`src/rtl/xz_scrub_feeder.sv`:
```
// Purpose : scrubs X/Z bits of incoming 4-state lane beats using the last known-good
//           value per bit, queues {data,mask,dirty} in a small valid/ready FIFO,
//           counts dirty beats and latches FAULT on a run of FAULT_THRESH dirty beats.
// Latency : an accepted beat reaches the head one cycle after acceptance (FIFO empty).
// Backpr. : in_ready is registered-only (FIFO not full and not in FAULT); no
//           combinational path from out_ready to in_ready.
// Ports   : clk, rst_n (async active-low); in_valid/in_ready/in_data upstream beat;
//           out_valid/out_ready/out_data/out_strobe/xz_mask FIFO head; dirty_count
//           saturating dirty-beat count; fault level; clr_fault one-cycle release pulse.
module xz_scrub_feeder #(
  parameter int LANES        = 3,
  parameter int DEPTH        = 2,
  parameter int CNT_W        = 8,
  parameter int FAULT_THRESH = 4
) (
  input  logic               clk,
  input  logic               rst_n,
  input  logic               in_valid,
  output logic               in_ready,
  input  logic [2*LANES-1:0] in_data,
  output logic               out_valid,
  input  logic               out_ready,
  output logic [2*LANES-1:0] out_data,
  output logic               out_strobe,
  output logic [2*LANES-1:0] xz_mask,
  output logic [CNT_W-1:0]   dirty_count,
  output logic               fault,
  input  logic               clr_fault
);
  localparam int W  = 2 * LANES;
  localparam int PW = (DEPTH > 1) ? $clog2(DEPTH) : 1;
  localparam int CW = $clog2(DEPTH + 1);
  // Run counter only needs to reach FAULT_THRESH: accepts stop once it trips.
  localparam int RW = $clog2(FAULT_THRESH + 1);

  typedef struct packed {
    logic [W-1:0] data;
    logic [W-1:0] mask;
    logic         dirty;
  } entry_t;

  typedef enum logic {RUN = 1'b0, FAULT = 1'b1} state_t;

  entry_t           mem_q [DEPTH];
  entry_t           last_q;
  entry_t           head;
  entry_t           beat;
  logic [PW-1:0]    rd_ptr_q, wr_ptr_q;
  logic [CW-1:0]    count_q;
  logic [W-1:0]     last_good_q;
  logic [CNT_W-1:0] dirty_cnt_q;
  logic [RW-1:0]    run_cnt_q, run_cnt_d;
  state_t           state_q, state_d;
  logic             push, pop;

  function automatic logic [PW-1:0] ptr_next(input logic [PW-1:0] p);
    return (p == PW'(DEPTH - 1)) ? '0 : p + 1'b1;
  endfunction

  // Scrub: a bit that is neither 0 nor 1 takes last_good from before this beat.
  always_comb begin
    beat = '0;
    for (int b = 0; b < W; b++) begin
      if ((in_data[b] === 1'b0) || (in_data[b] === 1'b1)) begin
        beat.data[b] = in_data[b];
      end else begin
        beat.data[b] = last_good_q[b];
        beat.mask[b] = 1'b1;
      end
    end
    beat.dirty = |beat.mask;
  end

  assign head      = mem_q[rd_ptr_q];
  assign out_valid = (count_q != '0);
  assign in_ready  = (count_q < CW'(DEPTH)) && (state_q == RUN);
  assign fault     = (state_q == FAULT);
  assign push      = in_valid && in_ready;
  assign pop       = out_valid && out_ready;
  assign dirty_count = dirty_cnt_q;

  // When empty, present the last popped beat so the head outputs hold.
  always_comb begin
    out_data   = last_q.data;
    xz_mask    = last_q.mask;
    out_strobe = last_q.dirty;
    if (out_valid) begin
      out_data   = head.data;
      xz_mask    = head.mask;
      out_strobe = head.dirty;
    end
  end

  // FSM next state. Accepts only happen in RUN, so a trip can never coincide with
  // a clr_fault that is acted upon: the trip wins by construction.
  always_comb begin
    state_d   = state_q;
    run_cnt_d = run_cnt_q;
    case (state_q)
      RUN: begin
        if (push) begin
          if (beat.dirty) begin
            run_cnt_d = run_cnt_q + 1'b1;
            if (run_cnt_d == RW'(FAULT_THRESH)) begin
              state_d = FAULT;
            end
          end else begin
            run_cnt_d = '0;
          end
        end
      end
      FAULT: begin
        if (clr_fault) begin
          state_d   = RUN;
          run_cnt_d = '0;
        end
      end
      default: state_d = RUN;
    endcase
  end

  always_ff @(posedge clk or negedge rst_n) begin
    if (!rst_n) begin
      state_q   <= RUN;
      run_cnt_q <= '0;
    end else begin
      state_q   <= state_d;
      run_cnt_q <= run_cnt_d;
    end
  end

  always_ff @(posedge clk or negedge rst_n) begin
    if (!rst_n) begin
      for (int i = 0; i < DEPTH; i++) begin
        mem_q[i] <= '0;
      end
      last_q      <= '0;
      rd_ptr_q    <= '0;
      wr_ptr_q    <= '0;
      count_q     <= '0;
      last_good_q <= '0;
      dirty_cnt_q <= '0;
    end else begin
      if (push) begin
        mem_q[wr_ptr_q] <= beat;
        wr_ptr_q        <= ptr_next(wr_ptr_q);
        // Unknown bits carry last_good in beat.data, so this updates known bits only.
        last_good_q     <= beat.data;
        if (beat.dirty && (dirty_cnt_q != '1)) begin
          dirty_cnt_q <= dirty_cnt_q + 1'b1;
        end
      end
      if (pop) begin
        last_q   <= head;
        rd_ptr_q <= ptr_next(rd_ptr_q);
      end
      if (push && !pop) begin
        count_q <= count_q + 1'b1;
      end else if (pop && !push) begin
        count_q <= count_q - 1'b1;
      end
    end
  end

endmodule

```
`config.mk`:
```
export PLATFORM = sky130hd
export DESIGN_NAME = xz_scrub_feeder
export DESIGN_NICKNAME = d
export VERILOG_FILES = /design/src/rtl/xz_scrub_feeder.sv
export SDC_FILE = /design/constraint.sdc
export NUM_CORES = 1
export LEC_CHECK = 0
export ABC_AREA = 1
export BUFFER_PORTS_ARGS = -buffer_cell sky130_fd_sc_hd__buf_2
export CORE_ASPECT_RATIO = 0.6
export CORE_MARGIN = 2
export CORE_UTILIZATION = 40
export DETAILED_ROUTE_END_ITERATION = 8
export PLACE_DENSITY_LB_ADDON = 0.08
export SLEW_MARGIN = 20
export SYNTH_ARGS = -nofsm -noshare
export SYNTH_HDL_FRONTEND = slang
export SYNTH_SLANG_ARGS = --single-unit
```
`constraint.sdc`:
```
create_clock -name clk -period 2 [get_ports clk]
set_input_delay 0.1 -clock clk [delete_from_list [all_inputs] [get_ports clk]]
set_output_delay 0.1 -clock clk [all_outputs]
set_load 0.005 [all_outputs]
```
==> impl_metrics.py <==
metrics = {
    "logic_synthesis": {
        "seq_area_frac_synth_pct": 44.92,
        "synthArstFlopShare_pct": 100.0,
        "synth_compound_area_share_pct": 6.445,
        "ys_top_cells_by_area": "dfrtp_1 (45%), nand2_1 (19%), buf_4 (9.4%), nand4_1 (6.3%), inv_1 (4.7%)",
        "yosys.area_share.adder_pct": 0.9766,
        "synthCells": 160,
        "synth_top_family_by_area": "simple AND/OR/NAND/NOR gates",
        "ys.flop_type": "dfrtp_1",
        "yosys.area_share.simple_pct": 29.20,
        "synth_cell_type_count": 20,
        "synthTopCellsByCount": "nand2_1 (64), dfrtp_1 (23), buf_4 (16), inv_1 (16), nand4_1 (13)",
        "ys_ff_latch": 23,
        "synth_area_per_cell_um2": 8.008,
        "synth_most_common_cell": "nand2_1",
        "synth_edf_count": 0,
        "synth-xor-area-share_pct": 0.6836,
        "syn_area_um2": 1281,
        "ys_warn_count": 0,
        "synth_top_area_share_pct": 44.92,
        "synth_top_area_cell": "dfrtp_1",
        "synth_mux_area_share_pct": 0,
    },
    "timing": {
        "setup-tns-final_ns": 0,
        "hold_viol": 0,
        "setup_viol": 0,
        "setup_ws_ns": 0.3841,
        "fin_crit_sh_pct": 80.79,
        "rsz0062_at_grt": "false",
        "worstMarginPinSlew_ns": 0.5054,
        "slew_headroom_pct": 66.31,
        "fmax_mhz": 618.9,
        "final_max_slew_viol_count": 0,
        "hold_slack_ns": 0.09875,
        "fin_worst_skew_ns": 0.003135,
        "finalCriticalPeriod_ns": 1.616,
    },
    "grt": {
        "overflow": 0,
        "first_global_vias": 839,
        "grt_pass1_wl_um": 4098,
        "track_usage_pct": 14.97,
        "grt_max_degree": 24,
        "antenna_found_initial": 0,
    },
    "placed_design": {
        "placed_area_um2": 1329,
        "hpwl_um": 1818,
        "gp_congestion": 0.7391,
        "port_buffers": 19,
        "place_ws_ns": 0.3956,
    },
    "layout": {
        "antenna_cells": 0,
        "drive_above_1_share_pct": 18.99,
        "fin_nets": 192,
        "area_growth_pct": 8.789,
        "num-fill-cells": 319,
        "final_area_um2": 1394,
    },
    "worst_setup_path": {
        "crit_buf_inv": 2,
        "required_ns": 2.16,
        "startpoint": "count_q[1]$_DFFE_PN0P_",
        "crit_slowest_cell": "dfrtp_1",
        "crit_family": "simple AND/OR/NAND/NOR gates",
        "r2r_slack_ns": 0.38,
        "rr_worst_depth": 8,
        "endpoint": "count_q[1]$_DFFE_PN0P_",
        "critical_path_class": "register to register",
        "path_max_fanout": 14,
        "end_kind": "register",
        "worstPathArrival_ns": 1.78,
        "r2r_start": "count_q[1]$_DFFE_PN0P_",
        "crit_path_max_incr_delay_ns": 0.46,
        "cp_num_cells": 8,
        "cp_cell_sequence": "nor2_2 -> nor2_4 -> inv_1 -> ha_1 -> inv_1 -> nand3_1 -> nand2_1 -> nand2_1",
        "rr_endpoint": "count_q[1]$_DFFE_PN0P_",
        "start_kind": "register",
    },
    "route": {
        "num_vias": 990,
        "drcViolationCount": 0,
        "routed_wl_um": 2411,
        "drt_iter0_drc": 47,
        "ant_nets": 0,
        "routedWlPerCell_um": 10.91,
        "first_pass_iters": 5,
        "viasPerCell": 4.480,
    },
    "worst_hold_path": {
        "hp-class": "input pin to register",
    },
    "power_and_ir_drop": {
        "leakagePower_nw": 0.7712,
        "p_per_area_nw_per_um2": 1470,
        "ir_drop_v": 0.0005821,
    },
    "clock_tree": {
        "cts_sinks": 23,
        "cts.htree.levels": 1,
        "numCtsBuffers": 3,
        "clk_latency_ns": 0.26,
        "clockRootBuffer": "clkbuf_8",
        "cts_setup_buffers": 0,
        "clk_path_buf_depth": 2,
        "cts.clk_slew.worst_paths_ns": 0.08,
        "tritoncts": "built",
    },
    "floorplan": {
        "rows": 15,
        "fp.coreArea_um2": 2965,
        "dieArea_um2": 3687,
        "initial_utilization_pct": 43.21,
        "dieHeight_um": 47.84,
        "pin_count": 35,
        "fp.dieW_um": 77.07,
    },
    "run": {
        "cap_violations": 0,
    },
    "run_status": {
        "outcome": "completed",
    },
}
[placed cells by master, fill, tap and decap left out, types with 2 or more instances in the layout]
master / count
dfrtp_1: 23
nor2_4: 2
nand3_1: 2
inv_1: 16
o21ai_1: 2
o21ai_2: 6
buf_2: 19
dlygate4sd3_1: 2
conb_1: 15
nand2_1: 64
o21ai_0: 4
nand4_1: 13
clkbuf_8: 3
[worst reg2reg max path, cell delays in order (launching register included)]
cell and delay [ns]:
dfrtp_1 0.46, nor2_2 0.09, nor2_4 0.26, inv_1 0.11, ha_1 0.31, inv_1 0.09, nand3_1 0.09, nand2_1 0.07
nand2_1 0.05
[power breakdown]
group	total (mW)	switching (mW)	internal (mW)	leakage, nW
Sequential	0.822	0.154	0.668	0.289
Clock	0.280	0.138	0.142	0.0228
Combinational	0.947	0.586	0.361	0.459
Total	2.05	0.878	1.17	0.771
[stage by stage]
stage	std cells	total power [mW]	utilization, %
floorplan	174	1.553	-
global placement	215	1.747	44.81
detailed placement	215	1.775	44.81
CTS	221	2.070	47.00
global route	221	2.268	47.00
finish	221	2.050	47.00
[flip-flops by register name (all words and copies together) (netlist names)]
| name | count |
|---|---|
| count_q | 2 |
| fault | 1 |
| mem_q | 12 |
| rd_ptr_q | 1 |
| last_q | 6 |
| wr_ptr_q | 1 |
[layout make-up]
| type | instances | area, um^2 | share of cell area (%) |
|---|---|---|---|
| sequential | 23 | 575.6 | 41.29 |
| multi-input combinational | 113 | 534.3 | 38.33 |
| clock buffer | 4 | 45.04 | 3.232 |
| inverter | 17 | 63.81 | 4.578 |
| timing repair buffer | 22 | 122.6 | 8.797 |
| tap | 42 | 52.55 | 3.770 |
[worst min-delay path by stage]
stage	cells after the start	start	slack [ns]	endpoint
3_5_place_dp	1	rst_n	0.10	mem_q[21]$_DFFE_PN0P_
2_1_floorplan	0	rst_n	-0.20	count_q[0]$_DFFE_PN0P_
3_3_place_gp	1	rst_n	0.11	mem_q[21]$_DFFE_PN0P_
4_1_cts	3	in_data[1]	0.09	mem_q[21]$_DFFE_PN0P_
6_report	3	in_data[1]	0.1	mem_q[21]$_DFFE_PN0P_
5_1_grt	3	in_data[1]	0.11	mem_q[21]$_DFFE_PN0P_
[routing by layer]
layer	up-vias	share of wire [%]	GRT usage (%)
met3	4	7.4	4.340
met1	441	54	21.33
met2	37	37	21.05
met5	-	0	0
met4	0	1.5	7.500
li1	508	-	-
[kinds of logic after synthesis]
| family | Yosys count |
|---|---|
| AOI/OAI and AO/OA | 12 |
| xor gates and xnor gates | 1 |
| buffers and inverters | 38 |
| and+or+nand+nor | 84 |
| DFF | 23 |
| other | 1 |
| adders and majority gates | 1 |
[what timing repair did]
action                                 CTS  global route
endpoints found under the hold margin   24             0
resized for setup                        0             0
hold buffers                             2             0
Note: power is estimated with default switching activity, not from simulation.
